[src/rtl/dist_writeback_sequencer.sv]
// Serialises one NUM_BINS-wide distribution writeback into single-bin register-file writes
// and flags the in-flight destination so ID can stall on partially written registers.
module dist_writeback_sequencer #(
    parameter int ADDR_W   = 5,
    parameter int BIN_W    = 32,
    parameter int NUM_BINS = 8,
    parameter int CNT_W    = 3
) (
    input  logic                      clk_i,
    input  logic                      reset_n_i,
    input  logic                      wb_valid_i,
    output logic                      wb_ready_o,
    input  logic [ADDR_W-1:0]         wb_destAddr_i,
    input  logic [NUM_BINS*BIN_W-1:0] wb_dist_i,
    output logic                      rf_we_o,
    output logic [ADDR_W-1:0]         rf_addr_o,
    output logic [CNT_W-1:0]          rf_binIdx_o,
    output logic [BIN_W-1:0]          rf_data_o,
    output logic                      busy_o,
    output logic [ADDR_W-1:0]         busy_addr_o,
    input  logic [ADDR_W-1:0]         ID_srcAddr1_i,
    input  logic [ADDR_W-1:0]         ID_srcAddr2_i,
    output logic                      ID_distStall_o,
    output logic                      done_o
);

    typedef enum logic {
        IDLE  = 1'b0,
        WRITE = 1'b1
    } state_t;

    state_t             state_q;
    logic [CNT_W-1:0]   cnt_q;
    logic [ADDR_W-1:0]  addr_q;
    logic [BIN_W-1:0]   bins_q [NUM_BINS];

    logic lastBin;
    logic accept;
    logic acceptNz;

    // Outputs decode straight from the state registers so an async reset drops them at once.
    assign lastBin  = (state_q == WRITE) && (cnt_q == CNT_W'(NUM_BINS - 1));
    assign accept   = wb_valid_i && wb_ready_o;
    assign acceptNz = accept && (wb_destAddr_i != '0);

    assign wb_ready_o     = (state_q == IDLE) || lastBin;
    assign rf_we_o        = (state_q == WRITE);
    assign rf_addr_o      = addr_q;
    assign rf_binIdx_o    = cnt_q;
    assign rf_data_o      = bins_q[cnt_q];
    assign busy_o         = (state_q == WRITE);
    assign busy_addr_o    = busy_o ? addr_q : '0;
    assign done_o         = lastBin;
    assign ID_distStall_o = busy_o && ((ID_srcAddr1_i == busy_addr_o) ||
                                       (ID_srcAddr2_i == busy_addr_o));

    always_ff @(posedge clk_i or negedge reset_n_i) begin
        if (!reset_n_i) begin
            state_q <= IDLE;
            cnt_q   <= '0;
            addr_q  <= '0;
            for (int k = 0; k < NUM_BINS; k++) begin
                bins_q[k] <= '0;
            end
        end else begin
            if (acceptNz) begin
                addr_q <= wb_destAddr_i;
                for (int k = 0; k < NUM_BINS; k++) begin
                    bins_q[k] <= wb_dist_i[k*BIN_W +: BIN_W];
                end
            end
            case (state_q)
                IDLE: begin
                    if (acceptNz) begin
                        state_q <= WRITE;
                        cnt_q   <= '0;
                    end
                end
                WRITE: begin
                    if (!lastBin) begin
                        cnt_q <= cnt_q + CNT_W'(1);
                    end else begin
                        // A same-edge accept on the last bin chains the next distribution with no bubble.
                        cnt_q <= '0;
                        if (!acceptNz) begin
                            state_q <= IDLE;
                        end
                    end
                end
                default: begin
                    state_q <= IDLE;
                    cnt_q   <= '0;
                end
            endcase
        end
    end

endmodule
[config.mk]
export PLATFORM = sky130hd
export DESIGN_NAME = dist_writeback_sequencer
export DESIGN_NICKNAME = d
export VERILOG_FILES = /design/src/rtl/dist_writeback_sequencer.sv
export SDC_FILE = /design/constraint.sdc
export NUM_CORES = 1
export LEC_CHECK = 0
export BUFFER_PORTS_ARGS = -buffer_cell sky130_fd_sc_hd__buf_2
export CAP_MARGIN = 20
export CORE_MARGIN = 1.5
export CORE_UTILIZATION = 50
export CTS_CLUSTER_SIZE = 16
export DETAILED_ROUTE_END_ITERATION = 10
export PLACE_DENSITY = 0.78
export SKIP_LAST_GASP = 1
export SLEW_MARGIN = 30
export SYNTH_ARGS = -nofsm -noshare
export SYNTH_HDL_FRONTEND = slang
export SYNTH_SLANG_ARGS = --single-unit
[constraint.sdc]
create_clock -name clk_i -period 2.5 [get_ports clk_i]
set_input_delay 0.375 -clock clk_i [delete_from_list [all_inputs] [get_ports clk_i]]
set_output_delay 0.375 -clock clk_i [all_outputs]
set_load 0.005 [all_outputs]
After elaboration in Yosys (flattened, before gate mapping)
Cells that the tools add are included.
{"block": "word_totals", "reg_bits": 265, "inputBits": 274, "out_inout_bits": 50}
{"block": "op_classes", "n_addsub": 1, "n_lt_le_gt_ge": 1, "eq_ne": 4, "n_mux": 10, "bitwise_logic": 2, "reduce_logical": 7}
{"cell": "$bmux 32 s3", "n": 1}
{"cell": "$mux 32", "n": 2}
{"cell": "$eq 5x5->1", "n": 2}
{"cell": "$mux 3", "n": 2}
{"cell": "$pmux 3 s2", "n": 1}
{"cell": "$mux 5", "n": 1}
{"cell": "$reduce_bool 5->1", "n": 1}
{"cell": "$ge 4x4->1 const B", "n": 1}
{"cell": "$logic_and 1x1->1", "n": 4}
{"cell": "$not 3->4", "n": 1}
{"cell": "$add 3x1->3 const B", "n": 1}
{"cell": "$eq 3x3->1 const B", "n": 1}
{"cell": "$logic_or 1x1->1", "n": 2}
{"cell": "$mux 1", "n": 2}
{"cell": "$ne 2x2->1 const B", "n": 1}
{"cell": "$pmux 1 s2", "n": 1}
{"cell": "$not 1->1", "n": 1}

Logic depth before layout (Yosys ltp)
{"block": "logic_depth", "depth_word": 8, "mapped_depth": 7, "mapped_depth_nobuf": 5}

Worst setup path before layout
OpenSTA, ideal clock, no wires.
{"block": "synth_path", "path_type": "input -> register", "start": "in wb_destAddr_i[0]", "end": "reg bins_q[100] (netlist bit)", "setup_ps": 127, "arrival_ps": 1902, "setup_slack_ps": 471, "cell_stages": 5, "path_buffers": 2, "path_cell_list": "or4_1 > o211ai_2 > buf_6 > buf_6 > mux2_1"}
{"block": "synth_via", "elab_chain_cells": 2}
{"element": "start, declared", "line": "13", "rtl": "input logic [ADDR_W-1:0] wb_destAddr_i,"}
{"element": "$reduce_bool 5->1", "line": "44", "rtl": "assign acceptNz = accept && (wb_destAddr_i != '0);"}
{"element": "$logic_and 1x1->1", "line": "44"}
{"element": "end signal, assigned by index", "line": "69", "rtl": "bins_q[k] <= wb_dist_i[k*BIN_W +: BIN_W];"}
{"element": "end, declared", "line": "35", "rtl": "logic [BIN_W-1:0] bins_q [NUM_BINS];"}
No other way between the ends.
A chain may end at the register's enable or synchronous reset.

Worst setup path in the final report
{"block": "layout_path", "start": "reg cnt_q[0] (netlist: rf_binIdx_o[0])", "end": "out rf_data_o[2]"}
{"block": "layout_via", "elab_chain_cells": 4}
{"element": "start, declared", "line": "33", "rtl": "logic [CNT_W-1:0] cnt_q;"}
{"element": "start signal, assigned", "line": "81", "rtl": "cnt_q <= cnt_q + CNT_W'(1);"}
{"element": "$not 3->4 (implied by the code)", "line": "50", "rtl": "assign rf_data_o = bins_q[cnt_q];"}
{"element": "$bmux 32 s3", "line": "50"}
{"element": "$mux 32 (implied by the code) (2 in series)", "line": "50"}
{"element": "end, declared", "line": "18", "rtl": "output logic [BIN_W-1:0] rf_data_o,"}
No other way between the ends. The select of a mux whose other input is x is not followed.

==> run metrics <==
Core ar.=approximately 24000 um^2; antenna-violating nets left=0; die area=around 25000 um^2; hold_sp=wb_dist_i[98]; CTS Buffer Depth=3; Synth Instances=776; Initial Util=0.5102; Max Cap Violations=0; DRT iter0 DRCs=between 300 and 400; Rows=56; #FFs+latches synth=265; R2R depth=8; CP peak stage delay=500 ps; via/cell ratio=around 5.3; CP Data Arrival Time=2130 ps; PwrDens=1308 nW/um^2; Critical Path Stages=6; flop-to-flop setup slack=130 ps; crit path max-delay cell type=mux4_2; design area=15320 um^2; post-synth top area share=0.5521; Total GRT Usage=0.2380; synth unique cells=24; Post-synth EDFFs=0; Placed Area=14110 um^2; RSZ-0062 raised after global routing=yes; Post-synth ARST share=1.000; failing checks=setup timing; remaining routing DRC violations=0; post-synth net total=1052; # port buffers=323; Synth Area in Adders=0.002084; mux cell area share after synthesis=0.3638; CP required=2120 ps; RR Startpoint=rf_binIdx_o[0]$_DFFE_PN0P_; cell taking the most area after synthesis=dfrtp_1; Skew-Pair Late Insertion Delay=530 ps; Avg WL per Cell=between 20 and 25 um; HPWL Detailed=19880 um; IO Pins=324; area delta synth->final=27.56%; synth top area cells=dfrtp_1, mux2_1, mux4_2; CP delay by family, top=multiplexers; status=finished, violations left; setup TNS=-4.634 ps; final WL=30400 um; root buffer cell=clkbuf_16; Crit Path Category=register to primary output; min cycle time layout=roughly 2500 ps; clock sink count=265; Final Hold Vio Count=0; largest family of logic cells by synthesized area=multiplexers; slew margin rel.=0.6368; total gr overflow=0; Slew Limit Fails=0; Crit Path Max Fanout=8; initial antenna violation count=9; Synth Area in Simple Gates=0.03802; CP bufs+invs=3; fin crit share=1.002; Post-synth top cells=dfrtp_1, mux2_1, nand2_1; Worst-path clk slew=approximately 60 ps; Hold WC Path Type=input pin to register; Post-Route Skew=10.88 ps; Post-Synth XOR/XNOR Area=0.007292; Nets=1404; post-synthesis sequential area ratio=0.5521; chip height=around 160 um; die width=between 150 and 200 um; vias in the first global route=approximately 8000; H-Tree Depth=1; most numerous cell in the Yosys netlist=dfrtp_1; largest net degree at the start of global routing=78; Crit path top cell by count=nand2_1; worst slew pin tran=around 540 ps; critical path endpoint category=primary output; WHS=54.46 ps; syn avg cell area=roughly 15 um^2; CTS buffer count=27; Placer Congestion=around 0.83; prevailing post-synth register cell=dfrtp_1; worst hold path endpoint=bins_q[130]$_DFFE_PN0P_; DRT Pass-1 Iters=4; Compound-Gate Fraction of Synth Area=0.005313; Setup Viol. Count Final=1; static leakage=7.229 nW; Worst Hold Path Cells=2; Yosys warning total=0; first-pass GRT wire length=44930 um; worst slack at placement=161.2 ps; CTS tree=built; via count=7792; post-route setup slack=-4.634 ps; share of cells above drive strength 1=0.4839; crit-path cells=buf_4, buf_16, mux4_2, nand2_1, nand2_1, buf_2; f_max=399.3 MHz; Cell Area, Synth=12010 um^2; crit start category=register; RR Endpoint=bins_q[136]$_DFFE_PN0P_; VDD IR-drop max=between 600 and 700 uV
[timing repair]
item,4_1_cts,5_1_grt
buffers inserted,6,1
gates cloned,6,5
resized for setup,10,5
pin swaps,0,2
endpoints found under the setup margin,32,193
endpoints found under the hold margin,41,0
hold buffers,1,0
[cell families after synthesis]
| group | after synthesis |
|---|---|
| multiplexers | 324 |
| flip-flops | 265 |
| AND/OR/NAND/NOR | 114 |
| buffers and inverters | 53 |
| XOR/XNOR | 10 |
| AO/OA/AOI/OAI | 8 |
| adder cells (fa/ha/maj) | 2 |
[worst max path at each step]
stage / endpoint / slack (ps) / start
4_1_cts: rf_data_o[0] / -40 / rf_binIdx_o[0]$_DFFE_PN0P_
2_1_floorplan: bins_q[100]$_DFFE_PN0P_ / 470 / wb_destAddr_i[0]
5_1_grt: rf_data_o[16] / -80 / rf_binIdx_o[0]$_DFFE_PN0P_
6_report: rf_data_o[2] / -5 / rf_binIdx_o[0]$_DFFE_PN0P_
3_5_place_dp: bins_q[16]$_DFFE_PN0P_ / 160 / wb_destAddr_i[0]
3_3_place_gp: bins_q[10]$_DFFE_PN0P_ / 190 / wb_destAddr_i[0]
[flip-flops by register name, indices dropped and copies added (netlist names)]
signal       flops
bins_q         256
rf_binIdx_o      3
busy_o           1
rf_addr_o        5
[layer usage]
metal	GRT usage	up-vias	share of wire	wire, um
li1	-	3519	-	-
met1	0.3015	3961	0.41	12360
met2	0.3997	244	0.49	14950
met3	0.06816	56	0.076	2305
met4	0.06854	12	0.024	724
met5	0	-	0.0023	71
[power breakdown]
group	switching, mW	internal [mW]
Combinational	3.60	5.03
Sequential	1.13	6.50
Clock	1.61	2.16
[cell type report]
class	instances	area [um^2]
antenna	3	7.507
clock buffer	44	799.5
clock inverter	4	20.02
fill	1797	8223
inverter	2	7.507
multi-input combinational	458	5026
sequential	265	6638
tap	319	399.1
timing repair buffer	374	2422
[per-stage QoR]
stage / instances / total power, mW / utilization
after floorplan: 776 / 12.93 / -
after CTS: 1460 / 20.01 / 0.6442
after global placement: 1399 / 15.19 / 0.5993
final: 1469 / 20.04 / 0.6507
after global routing: 1466 / 21.28 / 0.6504
after detailed placement: 1399 / 15.56 / 0.5993
[placed cells by master (no fill, tap or decap), types with 3 or more instances in the layout]
cell type / netlist / routed
clkbuf_16: 0 / 32
clkbuf_1: 12 / 11
buf_12: 0 / 14
buf_16: 0 / 7
buf_2: 13 / 322
mux2_2: 71 / 71
buf_4: 1 / 22
nand2_1: 102 / 96
mux2_1: 189 / 189
diode_2: 0 / 3
clkinv_2: 0 / 4
clkbuf_8: 0 / 6
xnor2_1: 10 / 10
nand2_2: 0 / 6
dfrtp_1: 265 / 262
mux4_2: 64 / 64
and2_1: 6 / 6
No activity file was read; power rests on OpenSTA's default activity.
